$ cat src/rtl/score_readout.sv
// Score RAM reader: scans all slots for the highest score and its slot, then
// converts that score to three BCD digits for the seven-segment display path.
module score_readout #(
  parameter int NUM_SLOTS = 16
) (
  input  logic       clk_i,
  input  logic       rst_i,
  input  logic       start_i,
  input  logic [7:0] read_data_i,
  output logic [3:0] read_address_o,
  output logic       busy_o,
  output logic       done_o,
  output logic [7:0] high_score_o,
  output logic [3:0] high_address_o,
  output logic [3:0] hundreds_o,
  output logic [3:0] tens_o,
  output logic [3:0] ones_o
);

  typedef enum logic [2:0] {
    IDLE    = 3'd0,
    READ    = 3'd1,
    DRAIN   = 3'd2,
    CONVERT = 3'd3,
    DONE    = 3'd4
  } state_t;

  localparam logic [3:0] LAST_ADDR = 4'(NUM_SLOTS - 1);

  // One double-dabble iteration on {hundreds, tens, ones, binary}.
  function automatic logic [19:0] dabble_step(input logic [19:0] v);
    logic [19:0] t;
    t = v;
    for (int i = 0; i < 3; i++) begin
      if (t[8 + 4*i +: 4] >= 4'd5) begin
        t[8 + 4*i +: 4] = t[8 + 4*i +: 4] + 4'd3;
      end else begin
        t[8 + 4*i +: 4] = t[8 + 4*i +: 4];
      end
    end
    return {t[18:0], 1'b0};
  endfunction

  state_t      state_q;
  logic [3:0]  addr_q;
  logic [7:0]  max_q;
  logic [3:0]  max_addr_q;
  logic [19:0] conv_q;
  logic [2:0]  cnt_q;
  logic        busy_q;
  logic        done_q;
  logic [7:0]  high_score_q;
  logic [3:0]  high_addr_q;
  logic [3:0]  hundreds_q;
  logic [3:0]  tens_q;
  logic [3:0]  ones_q;

  logic        cap_en_s;
  logic [3:0]  tag_s;
  logic [7:0]  max_d;
  logic [3:0]  max_addr_d;
  logic [19:0] conv_d;

  // Read data belongs to the address presented one cycle earlier.
  always_comb begin
    cap_en_s   = ((state_q == READ) && (addr_q != 4'd0)) || (state_q == DRAIN);
    tag_s      = (state_q == DRAIN) ? LAST_ADDR : (addr_q - 4'd1);
    max_d      = max_q;
    max_addr_d = max_addr_q;
    if (cap_en_s && (read_data_i > max_q)) begin
      max_d      = read_data_i;
      max_addr_d = tag_s;
    end else begin
      max_d      = max_q;
      max_addr_d = max_addr_q;
    end
    conv_d = dabble_step(conv_q);
  end

  always_ff @(posedge clk_i or posedge rst_i) begin
    if (rst_i) begin
      state_q      <= IDLE;
      addr_q       <= 4'd0;
      max_q        <= 8'd0;
      max_addr_q   <= 4'd0;
      conv_q       <= 20'd0;
      cnt_q        <= 3'd0;
      busy_q       <= 1'b0;
      done_q       <= 1'b0;
      high_score_q <= 8'd0;
      high_addr_q  <= 4'd0;
      hundreds_q   <= 4'd0;
      tens_q       <= 4'd0;
      ones_q       <= 4'd0;
    end else begin
      case (state_q)
        IDLE: begin
          done_q <= 1'b0;
          addr_q <= 4'd0;
          if (start_i) begin
            state_q    <= READ;
            max_q      <= 8'd0;
            max_addr_q <= 4'd0;
            busy_q     <= 1'b1;
          end else begin
            busy_q <= 1'b0;
          end
        end
        READ: begin
          max_q      <= max_d;
          max_addr_q <= max_addr_d;
          if (addr_q == LAST_ADDR) begin
            state_q <= DRAIN;
          end else begin
            addr_q <= addr_q + 4'd1;
          end
        end
        DRAIN: begin
          max_q      <= max_d;
          max_addr_q <= max_addr_d;
          conv_q     <= {12'd0, max_d};
          cnt_q      <= 3'd0;
          state_q    <= CONVERT;
        end
        CONVERT: begin
          conv_q <= conv_d;
          cnt_q  <= cnt_q + 3'd1;
          // Final iteration: publish results as DONE is entered.
          if (cnt_q == 3'd7) begin
            state_q      <= DONE;
            done_q       <= 1'b1;
            high_score_q <= max_q;
            high_addr_q  <= max_addr_q;
            hundreds_q   <= conv_d[19:16];
            tens_q       <= conv_d[15:12];
            ones_q       <= conv_d[11:8];
          end else begin
            state_q <= CONVERT;
          end
        end
        DONE: begin
          done_q  <= 1'b0;
          busy_q  <= 1'b0;
          addr_q  <= 4'd0;
          state_q <= IDLE;
        end
        default: begin
          state_q <= IDLE;
          busy_q  <= 1'b0;
          done_q  <= 1'b0;
          addr_q  <= 4'd0;
        end
      endcase
    end
  end

  assign read_address_o = addr_q;
  assign busy_o         = busy_q;
  assign done_o         = done_q;
  assign high_score_o   = high_score_q;
  assign high_address_o = high_addr_q;
  assign hundreds_o     = hundreds_q;
  assign tens_o         = tens_q;
  assign ones_o         = ones_q;

endmodule

$ cat config.mk
export PLATFORM = sky130hd
export DESIGN_NAME = score_readout
export DESIGN_NICKNAME = d
export VERILOG_FILES = /design/src/rtl/score_readout.sv
export SDC_FILE = /design/constraint.sdc
export NUM_CORES = 1
export LEC_CHECK = 0
export ABC_AREA = 0
export BUFFER_PORTS_ARGS = -buffer_cell sky130_fd_sc_hd__buf_2
export CAP_MARGIN = 15
export CORE_ASPECT_RATIO = 0.9
export CORE_MARGIN = 5
export CORE_UTILIZATION = 55
export CTS_CLUSTER_SIZE = 28
export DETAILED_ROUTE_END_ITERATION = 6
export GPL_TIMING_DRIVEN = 0
export PLACE_DENSITY = 0.8
export SLEW_MARGIN = 20
export SYNTH_ARGS = -nofsm -noshare
export SYNTH_HDL_FRONTEND = slang
export SYNTH_SLANG_ARGS = --single-unit
$ cat constraint.sdc
create_clock -name clk_i -period 3.3 [get_ports clk_i]
set_clock_uncertainty 0.1 [all_clocks]
set_input_delay 0 -clock clk_i [delete_from_list [all_inputs] [get_ports clk_i]]
set_output_delay 0 -clock clk_i [all_outputs]
set_load 0.05 [all_outputs]
* Yosys cells after proc, flatten, opt, wreduce, memory -nomap -nowiden
Cells that the tools add are included.
** Operators by class
- Reduce and logical (&&, ||, !) cells :: 16
- Add/sub/neg operators :: 6
- Mux-type cells :: 22
- Magnitude comparators :: 4
- Equal/unequal tests :: 10
- Bitwise operators :: 2
** Operators with widths (count)
- $pmux 20 s2 :: 1
- $mux 4 :: 6
- $mux 8 :: 2
- $pmux 4 s2 :: 2
- $pmux 8 s2 :: 1
- $ge 4x3->1 const B :: 3
- $mux 3 :: 4
- $pmux 3 s4 :: 1
- $reduce_and 2->1 :: 5
- $add 4x2->4 const B :: 2
- $gt 8x8->1 :: 1
- $eq 3x2->1 const B :: 2
- $ne 2x2->1 const B :: 3
- $pmux 3 s2 :: 1
- $add 4x1->4 const B :: 1
- $eq 4x4->1 const B :: 1
- $ne 2x1->1 const B :: 2
- $pmux 1 s2 :: 2
- $reduce_bool 2->1 :: 2
- $reduce_bool 4->1 :: 1
- $reduce_or 2->1 :: 2
- $sub 4x1->4 const B :: 1
- $add 3x1->3 const B :: 1
- $add 3x2->3 const B :: 1
- 9 further kinds :: 12
** Word-level totals
- Output and inout port bits :: 30
- Register bits :: 68
- Input port bits :: 11
- Word-level logic and storage cells :: 73

* Depth between registers and ports, before layout
- Depth in word-level cells :: 6
- Mapped depth :: 9
- Mapped depth without buffers :: 8

* Worst setup path before layout
No wires, ideal clock.
- Path kind :: reg-to-reg
- Start point :: register addr_q[0], in the netlist read_address_o[0]
- End point :: register conv_q[1]
- Setup slack :: 796 ps
- Data required time :: 3068 ps
- Buffers on the path :: 1
- Cell stages (with the launch flop) :: 10
- Arrival :: 2272 ps
- Library setup time :: 132 ps
- Period minus slack after synthesis :: 2504 ps
- Path through :: dfrtp_1 inv_1 ha_1 nor3b_1 a21oi_2 o22ai_2 a211oi_4 buf_6 mux2i_1 o22ai_1
** On the way
- Cells in the longest elaborated chain, start to end :: 6
** RTL lines
- from (decl) :: RTL line 45 : logic [3:0] addr_q;
- from (signal assigned) :: RTL line 115 : addr_q <= addr_q + 4'd1;
- $reduce_bool 4->1 :: RTL line 66 : cap_en_s = ((state_q == READ) && (addr_q != 4'd0)) || (state_q == DRAIN);
- $logic_and 1x1->1 :: RTL line 66
- $logic_or 1x1->1 :: RTL line 66
- $logic_and 1x1->1 :: RTL line 70 : if (cap_en_s && (read_data_i > max_q)) begin
- $mux 8 :: RTL line 70
- $pmux 20 s2 :: RTL line 96 : case (state_q)
- to (signal assigned) :: RTL line 121 : conv_q <= {12'd0, max_d};
- to (signal assigned) :: RTL line 126 : conv_q <= conv_d;
- to (decl) :: RTL line 48 : logic [19:0] conv_q;
No other way between the ends.
A chain may end at the register's enable or synchronous reset.

* Worst setup path in the final report
- Start point :: register max_q[5]
- End point :: register max_addr_q[0]
** On the way
- Cells in the longest elaborated chain, start to end :: 4
** RTL lines
- from (decl) :: RTL line 46 : logic [7:0] max_q;
- from (signal assigned) :: RTL line 110 : max_q <= max_d;
- from (signal assigned) :: RTL line 119 : max_q <= max_d;
- $gt 8x8->1 :: RTL line 70
- $logic_and 1x1->1 :: RTL line 70
- $ne 2x1->1 (no source line)
- $reduce_and 3->1 (no source line)
- to (signal assigned) :: RTL line 111 : max_addr_q <= max_addr_d;
- to (signal assigned) :: RTL line 120 : max_addr_q <= max_addr_d;
- to (decl) :: RTL line 47 : logic [3:0] max_addr_q;
No other way between the ends.

==> out/metrics.csv <==
stage,metric,value,unit
status,status,completed,
routing,initial drt markers,114,
global_routing,total track usage,20.0,%
global_routing,met2 GRT Util,31.8,%
routing,# DRC,0,
die,Die ar.,7670,um^2
die,die span in y,83.6,um
clock_network,Inserted Clock Buffers,9,
routing,Antenna Nets Post-Route,0,
synthesis,Yosys cell types,38,
global_routing,Congestion Overflow GR,0,
sta,max_slew headroom,59.9,%
synthesis,"area leader, netlist",dfrtp_1,
clock_network,# Post-CTS Setup Buffers,0,
synthesis,most common cell in the netlist,dfrtp_1,
global_routing,initial antenna violation count,0,
clock_network,CTS tree,built,
place,dpl ws,0.697,ns
sta,TNS Setup,0,ns
synthesis,Syn Nets,369,
global_routing,grt met3 use,5.59,%
pwr,peak supply drop,0.632,mV
clock_network,CTS Sinks,68,
pwr,power per cell area,1080,nW/um^2
routing,vias per inst,5.56,
synthesis,Async SR Flop Fraction,100,%
synthesis,sequential area share after synthesis,51.4,%
die,chip width,91.8,um
die,row cnt,26,
synthesis,Commonest cells post-synth,"dfrtp_1, nand2_1, o21ai_0, a21oi_1, inv_1",
global_routing,Global Route met1 Usage,26.5,%
clock_network,CTS max path bufs,2,
final_layout,filler-free cell count of the finished design,477,
synthesis,Mean Syn Cell Area,9.73,um^2
sta,Period minus WS final,2.62,ns
sta,FMAX,382,MHz
synthesis,Mapped Area,3310,um^2
routing,first-pass iteration count of the detailed router,4,
sta,final setup violation count,0,
final_layout,Diodes inserted,0,
sta,unrepaired setup endpoints after global routing,false,
worst_hold_path,Hold WC Path Type,input pin to async pin,
clock_network,H-Tree Depth,3,
sta,Fin. Hold Viols,0,
setup_path,Critical Path AT,2.75,ns
routing,final WL,7230,um
place,placed insts,451,
clock_network,clock latency at the later pin of the worst-skew pair,0.34,ns
global_routing,first-pass GRT wire length,12300,um
final_layout,fin nets,431,
synthesis,Ys Warns,0,
synthesis,share of the synthesized area in the top cell type,51.4,%
final_layout,Storage cell area,1700,um^2
die,core area,5760,um^2
final_layout,fin util,68.0,%
global_routing,layer with the highest usage,met2,
routing,WL per Instance,15.2,um
sta,Worst Slack Setup Final,0.680,ns
place,port buffer count,40,
synthesis,main area contributors after synthesis,"dfrtp_1, ha_1, nand2_1",
setup_path,Setup crit end kind,flop,
die,Boundary Pins,41,
flow_run,maxcap violations,0,
pwr,Final Power,4220,uW
setup_path,"Worst Path Class, Setup",flop to flop,
die,Initial Util,57.5,%
synthesis,dominant synthesized flop cell,dfrtp_1,
sta,Slew @ Worst Pin,0.598,ns
setup_path,Setup crit start kind,flop,
final_layout,Filler cells,465,
global_routing,largest net degree at the start of global routing,46,
synthesis,number of enable flip-flop cells after synthesis,0,
place,Detailed Place HPWL,5130,um
sta,final worst path period share,79.4,%
sta,Slew Limit Fails,0,
final_layout,fraction of layout cells with a size suffix above 1,16.7,%
clock_network,clk root buf,clkbuf_8,
place,Final GP Congestion,0.828,
synthesis,Post-Syn Instances,340,
global_routing,vias in the first global route,2650,
synthesis,post-synthesis register bit count,68,
final_layout,area grow syn2layout,18.3,%
final_layout,multi-input combinational cell area,1440,um^2
setup_path,worst-path fanout max,10,
clock_network,clk slew on worst S/H paths,0.07,ns
pwr,Pleak,0.00187,uW
setup_path,Crit path required time,3.43,ns
routing,Vias,2653,
-- placed cells by master, fill, tap and decap left out, drive strengths merged, types with 10 or more instances in the layout --
| cell type | synthesis | final |
|---|---|---|
| a21oi | 25 | 25 |
| buf | 5 | 46 |
| clkbuf | 12 | 27 |
| dfrtp | 68 | 68 |
| dlygate4sd3 | 0 | 10 |
| ha | 18 | 18 |
| inv | 22 | 22 |
| nand2 | 57 | 57 |
| nor2 | 18 | 18 |
| o21ai | 38 | 38 |
| o22ai | 16 | 16 |
-- logic make-up (layout without fill, tap and decap cells) --
family,after synthesis,after routing,share of synthesized area (%)
AO/OA/AOI/OAI,98,98,17.8
XOR/XNOR,5,5,1.32
adder cells (fa/ha/maj),18,18,6.81
buffers and inverters,39,106,4.95
flip-flops,68,68,51.4
multiplexers,15,15,4.80
AND/OR/NAND/NOR,97,97,12.9
-- final timing paths --
check	slack, ns	depth (start not counted)	end	from
max	0.68	9	max_addr_q[0]	max_q[5]
min	0.07	3	done_o	rst_i
max reg2reg	0.68	9	max_addr_q[0]	max_q[5]
min reg2reg	0.37	2	high_address_o[2]	high_address_o[2]
max in group asynchronous	2.49	4	ones_o[3]	rst_i
min in group clk_i	0.34	3	max_q[7]	read_data_i[7]
-- state kept, by name, summed over array words and instances (netlist names) --
| name | flops |
|---|---|
| busy_o | 1 |
| cnt_q | 3 |
| conv_q | 20 |
| done_o | 1 |
| high_address_o | 4 |
| high_score_o | 8 |
| hundreds_o | 4 |
| max_addr_q | 4 |
| max_q | 8 |
| ones_o | 4 |
| read_address_o | 4 |
| state_q | 3 |
| tens_o | 4 |
-- per-stage QoR --
step,cell area (um^2),hold WS (ns)
5_1_grt,3920,0.0994
6_report,3920,0.0705
2_1_floorplan,3310,0.0326
4_1_cts,3920,0.0700
3_3_place_gp,3600,0.155
3_5_place_dp,3620,-0.106
-- layout make-up --
cell class	instances	area share [%]
buffer	17	2.08
clock buffer	15	4.25
clock inverter	1	0.767
inverter	22	2.17
multi-input combinational	233	36.9
sequential	68	43.5
tap	70	2.24
timing repair buffer	51	8.18
-- per-layer routing --
layer / vias up / part of all wire, %
met1: 1279 / 45
li1: 1289 / -
met3: 19 / 4.7
met4: 0 / 1.9
met5: - / 0
met2: 66 / 48
-- critical path, stage by stage, from the launching register on --
cell and delay (ns):
dfrtp_1 0.39, inv_1 0.07, ha_1 0.30, a21oi_1 0.16, nor2_1 0.06, a211oi_1 0.48
a21o_1 0.21, a21o_1 0.16, buf_2 0.25, mux2_1 0.34
-- power by group --
part,leakage [uW],total (uW),internal (uW),switching (uW)
sequential,0.000843,1410,1180,233
clock,0.0000979,686,392,294
combinational,0.000925,2130,747,1380
-- what timing repair did --
action | CTS | global route
hold buffers | 10 | 0
gates resized for setup | 0 | 0
hold endpoints to repair | 86 | 0
Note: power is estimated with default switching activity, not from simulation.
